--- config.mk ---
export PLATFORM = sky130hd
export DESIGN_NAME = sa_result_streamer
export DESIGN_NICKNAME = d
export VERILOG_FILES = /design/src/rtl/sa_result_streamer.sv
export SDC_FILE = /design/constraint.sdc
export NUM_CORES = 1
export LEC_CHECK = 0
export BUFFER_PORTS_ARGS = -buffer_cell sky130_fd_sc_hd__buf_4
export CAP_MARGIN = 0
export CORE_AREA = 2 2 215 217
export CTS_BUF_LIST = sky130_fd_sc_hd__clkbuf_8
export CTS_CLUSTER_SIZE = 14
export DETAILED_ROUTE_END_ITERATION = 12
export DIE_AREA = 0 0 217 219
export PLACE_DENSITY = 0.71
export SYNTH_ARGS = -nofsm -noshare
export SYNTH_HDL_FRONTEND = slang
export SYNTH_SLANG_ARGS = --single-unit
export TNS_END_PERCENT = 5
--- constraint.sdc ---
create_clock -name clk -period 22 [get_ports clk]
set_clock_uncertainty 0.15 [all_clocks]
set_input_delay 1.1 -clock clk [delete_from_list [all_inputs] [get_ports clk]]
set_output_delay 1.1 -clock clk [all_outputs]
set_load 0.05 [all_outputs]
--- src/rtl/sa_result_streamer.sv ---
// Result matrix capture buffer for the systolic array.
// Drains one matrix row-major over a valid/ready stream.
module sa_result_streamer #(
  parameter int SIZE    = 4,
  parameter int Y_WIDTH = 32,
  parameter int IDX_W   = (SIZE > 1) ? $clog2(SIZE) : 1
) (
  input  logic                                  clk,
  input  logic                                  rst_n,
  input  logic                                  i_matrix_vld,
  input  logic [SIZE-1:0][SIZE-1:0][Y_WIDTH-1:0] i_matrix,
  output logic                                  o_cap_rdy,
  output logic                                  o_data_vld,
  output logic [Y_WIDTH-1:0]                    o_data,
  output logic [IDX_W-1:0]                      o_row,
  output logic [IDX_W-1:0]                      o_col,
  output logic                                  o_last,
  input  logic                                  i_data_rdy,
  output logic                                  o_ovf,
  input  logic                                  i_ovf_clr
);

  typedef enum logic {
    IDLE,
    SEND
  } state_t;

  localparam logic [IDX_W-1:0] IDX_MAX = IDX_W'(SIZE - 1);

  state_t state;
  state_t state_nxt;

  logic [SIZE-1:0][SIZE-1:0][Y_WIDTH-1:0] mat_q;
  logic [Y_WIDTH-1:0] sel;
  logic beat;
  logic cap;
  logic drop;
  logic col_end;
  logic row_end;

  assign col_end    = (o_col == IDX_MAX);
  assign row_end    = (o_row == IDX_MAX);
  assign o_data_vld = (state == SEND);
  assign o_last     = o_data_vld & row_end & col_end;
  assign beat       = o_data_vld & i_data_rdy;
  assign o_cap_rdy  = (state == IDLE) | (beat & o_last);
  assign cap        = i_matrix_vld & o_cap_rdy;
  assign drop       = i_matrix_vld & ~o_cap_rdy;
  assign o_data     = o_data_vld ? sel : '0;

  // Element mux: pick buf[row][col] without a sized array index.
  always_comb begin
    sel = '0;
    for (int r = 0; r < SIZE; r++) begin
      for (int c = 0; c < SIZE; c++) begin
        if (o_row == IDX_W'(r) && o_col == IDX_W'(c)) begin
          sel = mat_q[r][c];
        end
      end
    end
  end

  // Matrix buffer; contents are don't-care until first capture.
  always_ff @(posedge clk) begin
    if (cap) begin
      mat_q <= i_matrix;
    end
  end

  // FSM state register.
  always_ff @(posedge clk or negedge rst_n) begin
    if (!rst_n) begin
      state <= IDLE;
    end else begin
      state <= state_nxt;
    end
  end

  // Next state: a capture always lands in SEND, even on the last beat.
  always_comb begin
    state_nxt = state;
    unique case (state)
      IDLE: begin
        if (cap) begin
          state_nxt = SEND;
        end
      end
      SEND: begin
        if (beat & o_last & ~cap) begin
          state_nxt = IDLE;
        end
      end
    endcase
  end

  // Row/col walk: row-major, restarting on every capture.
  always_ff @(posedge clk or negedge rst_n) begin
    if (!rst_n) begin
      o_row <= '0;
      o_col <= '0;
    end else if (cap) begin
      o_row <= '0;
      o_col <= '0;
    end else if (beat) begin
      if (col_end) begin
        o_col <= '0;
        o_row <= row_end ? '0 : o_row + 1'b1;
      end else begin
        o_col <= o_col + 1'b1;
      end
    end
  end

  // Sticky drop flag; a new drop beats a simultaneous clear.
  always_ff @(posedge clk or negedge rst_n) begin
    if (!rst_n) begin
      o_ovf <= 1'b0;
    end else if (drop) begin
      o_ovf <= 1'b1;
    end else if (i_ovf_clr) begin
      o_ovf <= 1'b0;
    end
  end

endmodule

# After elaboration in Yosys (flattened, before gate mapping)
# Cells that the tools add are included.
[totals]
ff_bits = 518
inputBits = 517
output_inout_bits = 40
wordCells = 90
[op_classes]
n_addsub = 2
eq_ne = 6
muxes = 29
bitwise = 11
n_reduce_logical = 22
[op_table]
columns = ["cell", "count"]
rows = [
  ["two-way mux 32 bit", 17],
  ["logical AND 1 bit", 16],
  ["two-way mux 2 bit", 7],
  ["== test 2 bit, second input constant", 4],
  ["bitwise AND 1 bit", 7],
  ["nonzero test 2 bit", 3],
  ["adder 2 x 1 -> 2 bit, second input constant", 2],
  ["== test 2 x 1 -> 1 bit, second input constant", 2],
  ["logical NOT 2 bit", 2],
  ["two-way mux 1 bit", 4],
  ["inverter 1 bit", 3],
  ["case mux 1 bit (2 select lines)", 1],
  ["AND reduction 2 bit", 1],
  ["OR 1 bit", 1],
]

# Depth between registers and ports, before layout
# Gate-level depths: netlist of run 1.
[depth]
depth_word = 19
ltp_mapped = 10
mapped_depth_nobuf = 7

# Least setup slack after synthesis of run 1
# Ideal clock, no wire load.
[synth_path]
path_kind = "register to register"
startpoint = "register o_row[0]"
endpoint = "register mat_q[0] in the netlist's numbering (enable)"
setup_ps = 856
t_arrival_ps = 11810
required_ps = 20994
slack_ps = 9184
path_stages_with_launch = 8
path_buffers = 2
synth_period_minus_slack_ps = 12816
path_cell_list = "dfrtp_1 > ha_1 > buf_2 > buf_2 > nand3_1 > nand2_1 > nand2_1 > inv_1"
[synth_via]
elab_chain_cells = 6
[synth_rtl]
columns = ["element", "line_no", "rtl"]
rows = [
  ["from (decl)", "15", "output logic [IDX_W-1:0] o_row,"],
  ["from (signal assigned)", "107", "o_row <= row_end ? '0 : o_row + 1'b1;"],
  ["== test 2 bit", "42", "assign row_end = (o_row == IDX_MAX);"],
  ["bitwise AND 1 bit (2 in series)", "44", "assign o_last = o_data_vld & row_end & col_end;"],
  ["bitwise AND 1 bit", "46", "assign o_cap_rdy = (state == IDLE) | (beat & o_last);"],
  ["OR 1 bit", "46", ""],
  ["net o_cap_rdy", "12", "output logic o_cap_rdy,"],
  ["bitwise AND 1 bit", "47", "assign cap = i_matrix_vld & o_cap_rdy;"],
  ["net cap", "36", "logic cap;"],
  ["to (signal assigned)", "66", "mat_q <= i_matrix;"],
  ["to (decl)", "33", "logic [SIZE-1:0][SIZE-1:0][Y_WIDTH-1:0] mat_q;"],
]
# The timed path passes the listed nets, and every way through them passes these cells.
# A chain may end at the register's enable or synchronous reset.

# Final worst setup path of run 1
[layout_path]
startpoint = "register o_col[1]"
endpoint = "output o_data[18]"
[layout_via]
elab_chain_cells = 19
elab_cells_between_ends = 37
classes_between = "3 x eq/ne; 17 x mux; 17 x reduce/logical"
[layout_rtl]
columns = ["element", "line_no", "rtl"]
rows = [
  ["from (decl)", "16", "output logic [IDX_W-1:0] o_col,"],
  ["from (signal assigned)", "109", "o_col <= o_col + 1'b1;"],
  ["logical NOT 2 bit", "56", "if (o_row == IDX_W'(r) && o_col == IDX_W'(c)) begin"],
  ["logical AND 1 bit", "56", ""],
  ["two-way mux 32 bit (15 in series)", "56", ""],
  ["two-way mux 32 bit (*)", "56", ""],
  ["two-way mux 32 bit (*)", "49", "assign o_data = o_data_vld ? sel : '0;"],
  ["to (decl)", "14", "output logic [Y_WIDTH-1:0] o_data,"],
]
# Mark *: on every way between the ends. The rest lies on a longest branch, timed or not.

==> results.ini, run 1 <==
[hold_path]
min_path_type=input pin to async pin

[floorplan]
dieArea_um2=47500
die_height_um=219
pin_count=557
rows=78
fp.dieW_um=217
core_area_um2=45100
start_util_pct=46.1

[global_routing]
grt_pass1_vias=15100
grt_remaining_overflow=0
gr-usage-all-layers_pct=29.3
grt_pass1_wl_mm=99.9
antenna_found_initial=16
grt_max_degree=147

[sta]
setup_viol=0
fmax_mhz=164
finalSetupTns_ps=0
hold_viol_final=0
maxSlewHeadroom_pct=23.0
rsz0062_at_grt=no
slew_viol_final=0
fin_crit_ps=6090
tightest_slew_ps=1150
period_share_pct=27.7

[clock_tree]
root_buffer=clkbuf_8
cts_made_buffers=87
cts_tree=done
h-tree-depth=3
holdBufCountCts=0
clk_pin_slew_ps=60
post-cts-setup-buffers=0
cts_max_path_buffers=3
cts_resized=0
clk_latency_ps=660
cts_num_sinks=518

[synth]
yosysUniqueCellTypes=48
yosysTopAreaCellShare_pct=74.0
yosysMostFrequentCell=edfxtp_1
synth_top_area_cell=edfxtp_1
synth_area_per_cell_um2=15.8
syn-instance-count=1313
synth_edf_count=512
syn_nets=1839
yosys-top-cells-area=edfxtp_1 (74%), nand3_1 (2.3%), o211ai_1 (2.3%)
ys_warn_count=0
ys_seq_area_share_pct=74.7
synth_common_cells=edfxtp_1 (512), nand3_1 (97), a21oi_1 (65)
synth-seq-cells=518
synthesis.area_um2=20800
ys.flop_type=edfxtp_1
postSynth.asyncResetShare_pct=1.16

[detailed_routing]
drc_errors=0
num_vias=15100
via_per_inst=5.94
first_pass_iters=6
antenna_left=0
drtIter0Drc=1990
wl_mm=71.1
wl_per_cell_um=28.0

[setup_path]
critPathArrivalTime_ps=4840
start_kind=flip-flop
crit_fanout=51
crit_required_ps=20750
worstSetupPathType=flip-flop to output port
end_kind=output port

[final_layout]
final_util_pct=59.9
nets=2389
area_growth_pct=30.0
drive_above_1_share_pct=39.6

[power]
p_leak_nw=9.71
p_total_mw=3.46
vdd_drop_max_v=0.000135
p_per_area_nw_per_um2=128

[job]
maxCapViolations=0

[place]
portBuffers=556
gp_congestion=0.901
dpl.hpwl_mm=48.5

[status]
outcome=completed

through the flow:
stage	instances	hold slack, ps	area [µm²]	setup WS, ps
floorplan	1313	598	20800	9180
global placement	2374	382	25400	16690
detailed placement	2374	402	25400	16570
CTS	2525	44.1	27000	15860
global route	2533	45.6	27000	15670
finish	2535	89.0	27000	15910
registers in the layout, summed over array words and instances, names as in the netlist:
name        flops
mat_q         512
o_col           2
o_data_vld      1
o_ovf           1
o_row           2
routing by layer:
| layer | global-route usage, % | vias up | wire length, µm |
|---|---|---|---|
| met5 | 0 | - | 72 |
| met4 | 11.8 | 12 | 2680 |
| met3 | 8.15 | 173 | 6850 |
| met2 | 47.9 | 983 | 34300 |
| met1 | 37.1 | 7412 | 27100 |
| li1 | - | 6488 | - |
logic make-up after synthesis:
| kind of cell | count (synthesis) | share of synthesized area [%] |
|---|---|---|
| AO/OA/AOI/OAI | 400 | 15.0 |
| adder cells (fa/ha/maj) | 9 | 0.542 |
| buffers and inverters | 122 | 2.72 |
| flip-flops | 518 | 74.7 |
| multiplexers | 1 | 0.0482 |
| AND/OR/NAND/NOR | 263 | 6.98 |
power by group:
group          switching (mW)  internal (mW)
clock network           0.386          0.407
logic                    1.00          0.486
registers              0.0250           1.15
total                    1.41           2.04
worst paths after layout:
kind / from / to / slack (ps) / cells past startpoint
hold reg to reg: o_ovf / o_ovf / 410 / 2
setup / recovery: o_col[1] / o_data[18] / 15910 / 9
hold / removal: rst_n / o_ovf / 90 / 1
min in group clk: o_ovf / o_ovf / 410 / 2
setup reg to reg: o_col[0] / mat_q[77] / 16830 / 7
max in group asynchronous: rst_n / o_data_vld / 21460 / 1
critical path: stages (launching register included):
cell	delay [ps]
dfrtp_1	480
inv_1	140
ha_4	280
buf_4	350
nand2b_2	720
nor2_4	1100
a221o_1	370
o221ai_1	120
a21oi_1	310
buf_4	260
cell usage in the layout, fill, tap and decap left out, drive strengths merged, types with 2 or more instances in the layout:
| cell | n |
|---|---|
| dfrtp | 6 |
| inv | 42 |
| ha | 9 |
| o211ai | 63 |
| a21oi | 66 |
| clkbuf | 92 |
| nand3 | 97 |
| clkinvlp | 2 |
| edfxtp | 512 |
| a22o | 2 |
| clkinv | 23 |
| o221a | 31 |
| nor2 | 8 |
| nand2 | 45 |
| a221o | 30 |
| a32oi | 2 |
| buf | 573 |
| nand2b | 6 |
| diode | 10 |
| o22ai | 33 |
| nor3 | 3 |
| bufinv | 2 |
| a31oi | 32 |
| and2 | 5 |
| a21o | 2 |
| a221oi | 32 |
| nor2b | 62 |
| and3b | 2 |
| o31ai | 32 |
| o21ai | 40 |
| nand3b | 32 |
| o221ai | 31 |
final cells by class:
| type | instances | area, µm² |
|---|---|---|
| fill | 3530 | 18100 |
| sequential | 518 | 15500 |
| multi-input combinational | 673 | 4800 |
| timing repair buffer | 573 | 4300 |
| clock buffer | 92 | 1270 |
| tap | 600 | 751 |
| clock inverter | 59 | 295 |
| inverter | 10 | 45.0 |
| antenna | 10 | 25.0 |
Note: power is estimated with default switching activity, not from simulation.
==> run 2: changes to the inputs <==
--- a/config.mk
+++ b/config.mk
@@ -7,11 +7,11 @@
 export LEC_CHECK = 0
 export BUFFER_PORTS_ARGS = -buffer_cell sky130_fd_sc_hd__buf_4
 export CAP_MARGIN = 0
-export CORE_AREA = 2 2 215 217
+export CORE_AREA = 2 2 216 218
 export CTS_BUF_LIST = sky130_fd_sc_hd__clkbuf_8
 export CTS_CLUSTER_SIZE = 14
 export DETAILED_ROUTE_END_ITERATION = 12
-export DIE_AREA = 0 0 217 219
+export DIE_AREA = 0 0 218 220
 export PLACE_DENSITY = 0.71
 export SYNTH_ARGS = -nofsm -noshare
 export SYNTH_HDL_FRONTEND = slang
==> constraint.sdc (replaced) <==
create_clock -name clk -period 5.8 [get_ports clk]
set_clock_uncertainty 0.15 [all_clocks]
set_input_delay 0.29 -clock clk [delete_from_list [all_inputs] [get_ports clk]]
set_output_delay 0.29 -clock clk [all_outputs]
set_load 0.05 [all_outputs]
==> run 2 against run 1 <==
Effect of this change: the flow now stops in clock tree synthesis (4_1_cts); synthesized area stayed put; synthesized cell count stayed put.
==> results.ini, run 2 <==
[place]
gp_congestion=0.974
dpl.hpwl_mm=49.8
portBuffers=556

[synth]
yosysUniqueCellTypes=48
synth_area_per_cell_um2=15.8
syn-instance-count=1313
synth_top_area_cell=edfxtp_1
ys.flop_type=edfxtp_1
synth_common_cells=edfxtp_1 (512), nand3_1 (97), a21oi_1 (65)
postSynth.asyncResetShare_pct=1.16
ys_warn_count=0
syn_nets=1839
ys_seq_area_share_pct=74.7
yosysTopAreaCellShare_pct=74.0
synth-seq-cells=518
synthesis.area_um2=20800
synth_edf_count=512
yosysMostFrequentCell=edfxtp_1
yosys-top-cells-area=edfxtp_1 (74%), nand3_1 (2.3%), o211ai_1 (2.3%)

[status]
outcome=aborted with a tool error
haltStage=clock tree synthesis (4_1_cts)
stop_error=[ERROR RSZ-0060] Max buffer count reached.

[clock_tree]
holdBufCountCts=509
post-cts-setup-buffers=0
root_buffer=clkbuf_8
cts_max_path_buffers=3
h-tree-depth=3
cts_made_buffers=87
cts_num_sinks=518
cts_resized=0

[floorplan]
fp.dieW_um=218
rows=79
die_height_um=220
start_util_pct=45.3
pin_count=557

==> run 2: cells by family after synthesis <==
logic type / Yosys count / synth area share (%)
flip-flops: 518 / 74.7
AND/OR/NAND/NOR: 263 / 6.98
buffers and inverters: 122 / 2.72
multiplexers: 1 / 0.0482
adder cells (fa/ha/maj): 9 / 0.542
AO/OA/AOI/OAI: 400 / 15.0
==> run 2: metrics by stage <==
step | setup WS, ps | hold WS [ps] | cells | utilization (%) | area [µm²]
detailed placement | 1740 | -40.3 | 2384 | 55.8 | 25600
global placement | 1840 | -45.7 | 2384 | 55.8 | 25600
floorplan | -3860 | -156 | 1313 | - | 20800
==> run 3: changes to the inputs <==
--- a/config.mk
+++ b/config.mk
@@ -7,12 +7,9 @@
 export LEC_CHECK = 0
 export BUFFER_PORTS_ARGS = -buffer_cell sky130_fd_sc_hd__buf_4
 export CAP_MARGIN = 0
-export CORE_AREA = 2 2 216 218
-export CTS_BUF_LIST = sky130_fd_sc_hd__clkbuf_8
-export CTS_CLUSTER_SIZE = 14
+export CORE_UTILIZATION = 40
 export DETAILED_ROUTE_END_ITERATION = 12
-export DIE_AREA = 0 0 218 220
-export PLACE_DENSITY = 0.71
+export PLACE_DENSITY_LB_ADDON = 0.15
 export SYNTH_ARGS = -nofsm -noshare
 export SYNTH_HDL_FRONTEND = slang
 export SYNTH_SLANG_ARGS = --single-unit
==> run 3 against run 2 <==
Effect of this change: the run again fails in clock tree synthesis (4_1_cts); synthesized cell count unchanged; synthesized area unchanged.
==> results.ini, run 3 <==
[status]
outcome=aborted with a tool error
haltStage=clock tree synthesis (4_1_cts)
stop_error=[ERROR RSZ-0060] Max buffer count reached.

[synth]
syn-instance-count=1313
yosys-top-cells-area=edfxtp_1 (74%), nand3_1 (2.3%), o211ai_1 (2.3%)
syn_nets=1839
postSynth.asyncResetShare_pct=1.16
yosysUniqueCellTypes=48
synth_common_cells=edfxtp_1 (512), nand3_1 (97), a21oi_1 (65)
ys_seq_area_share_pct=74.7
synth-seq-cells=518
synth_top_area_cell=edfxtp_1
synthesis.area_um2=20800
synth_area_per_cell_um2=15.8
ys.flop_type=edfxtp_1
ys_warn_count=0
yosysMostFrequentCell=edfxtp_1
yosysTopAreaCellShare_pct=74.0
synth_edf_count=512

[clock_tree]
cts_resized=0
holdBufCountCts=511
cts_max_path_buffers=3
h-tree-depth=2
cts_made_buffers=55
root_buffer=clkbuf_16
post-cts-setup-buffers=0
cts_num_sinks=518

[place]
dpl.hpwl_mm=50.9
dp_cells=2447
place_ws_ps=1610
gp_congestion=0.865
portBuffers=556

[floorplan]
fp.dieW_um=230
pin_count=557
die_height_um=230
rows=83
start_util_pct=40.5

## run 3: cell counts after synthesis
Identical to the previous run, type by type.
## run 3: metrics by stage
step                       TNS, ps  cell area [µm²]  hold WS (ps)
after floorplan           -1975260            20800          -156
after global placement           0            25600         -41.2
after detailed placement         0            25600         -40.0
## run 3: kinds of logic after synthesis
kind of cell    count (synthesis)  share of synthesized area (%)
flops                         518                           74.7
compound gates                400                           15.0
simple gates                  263                           6.98
buf+inv                       122                           2.72
fa+ha+maj                       9                          0.542
mux                             1                         0.0482
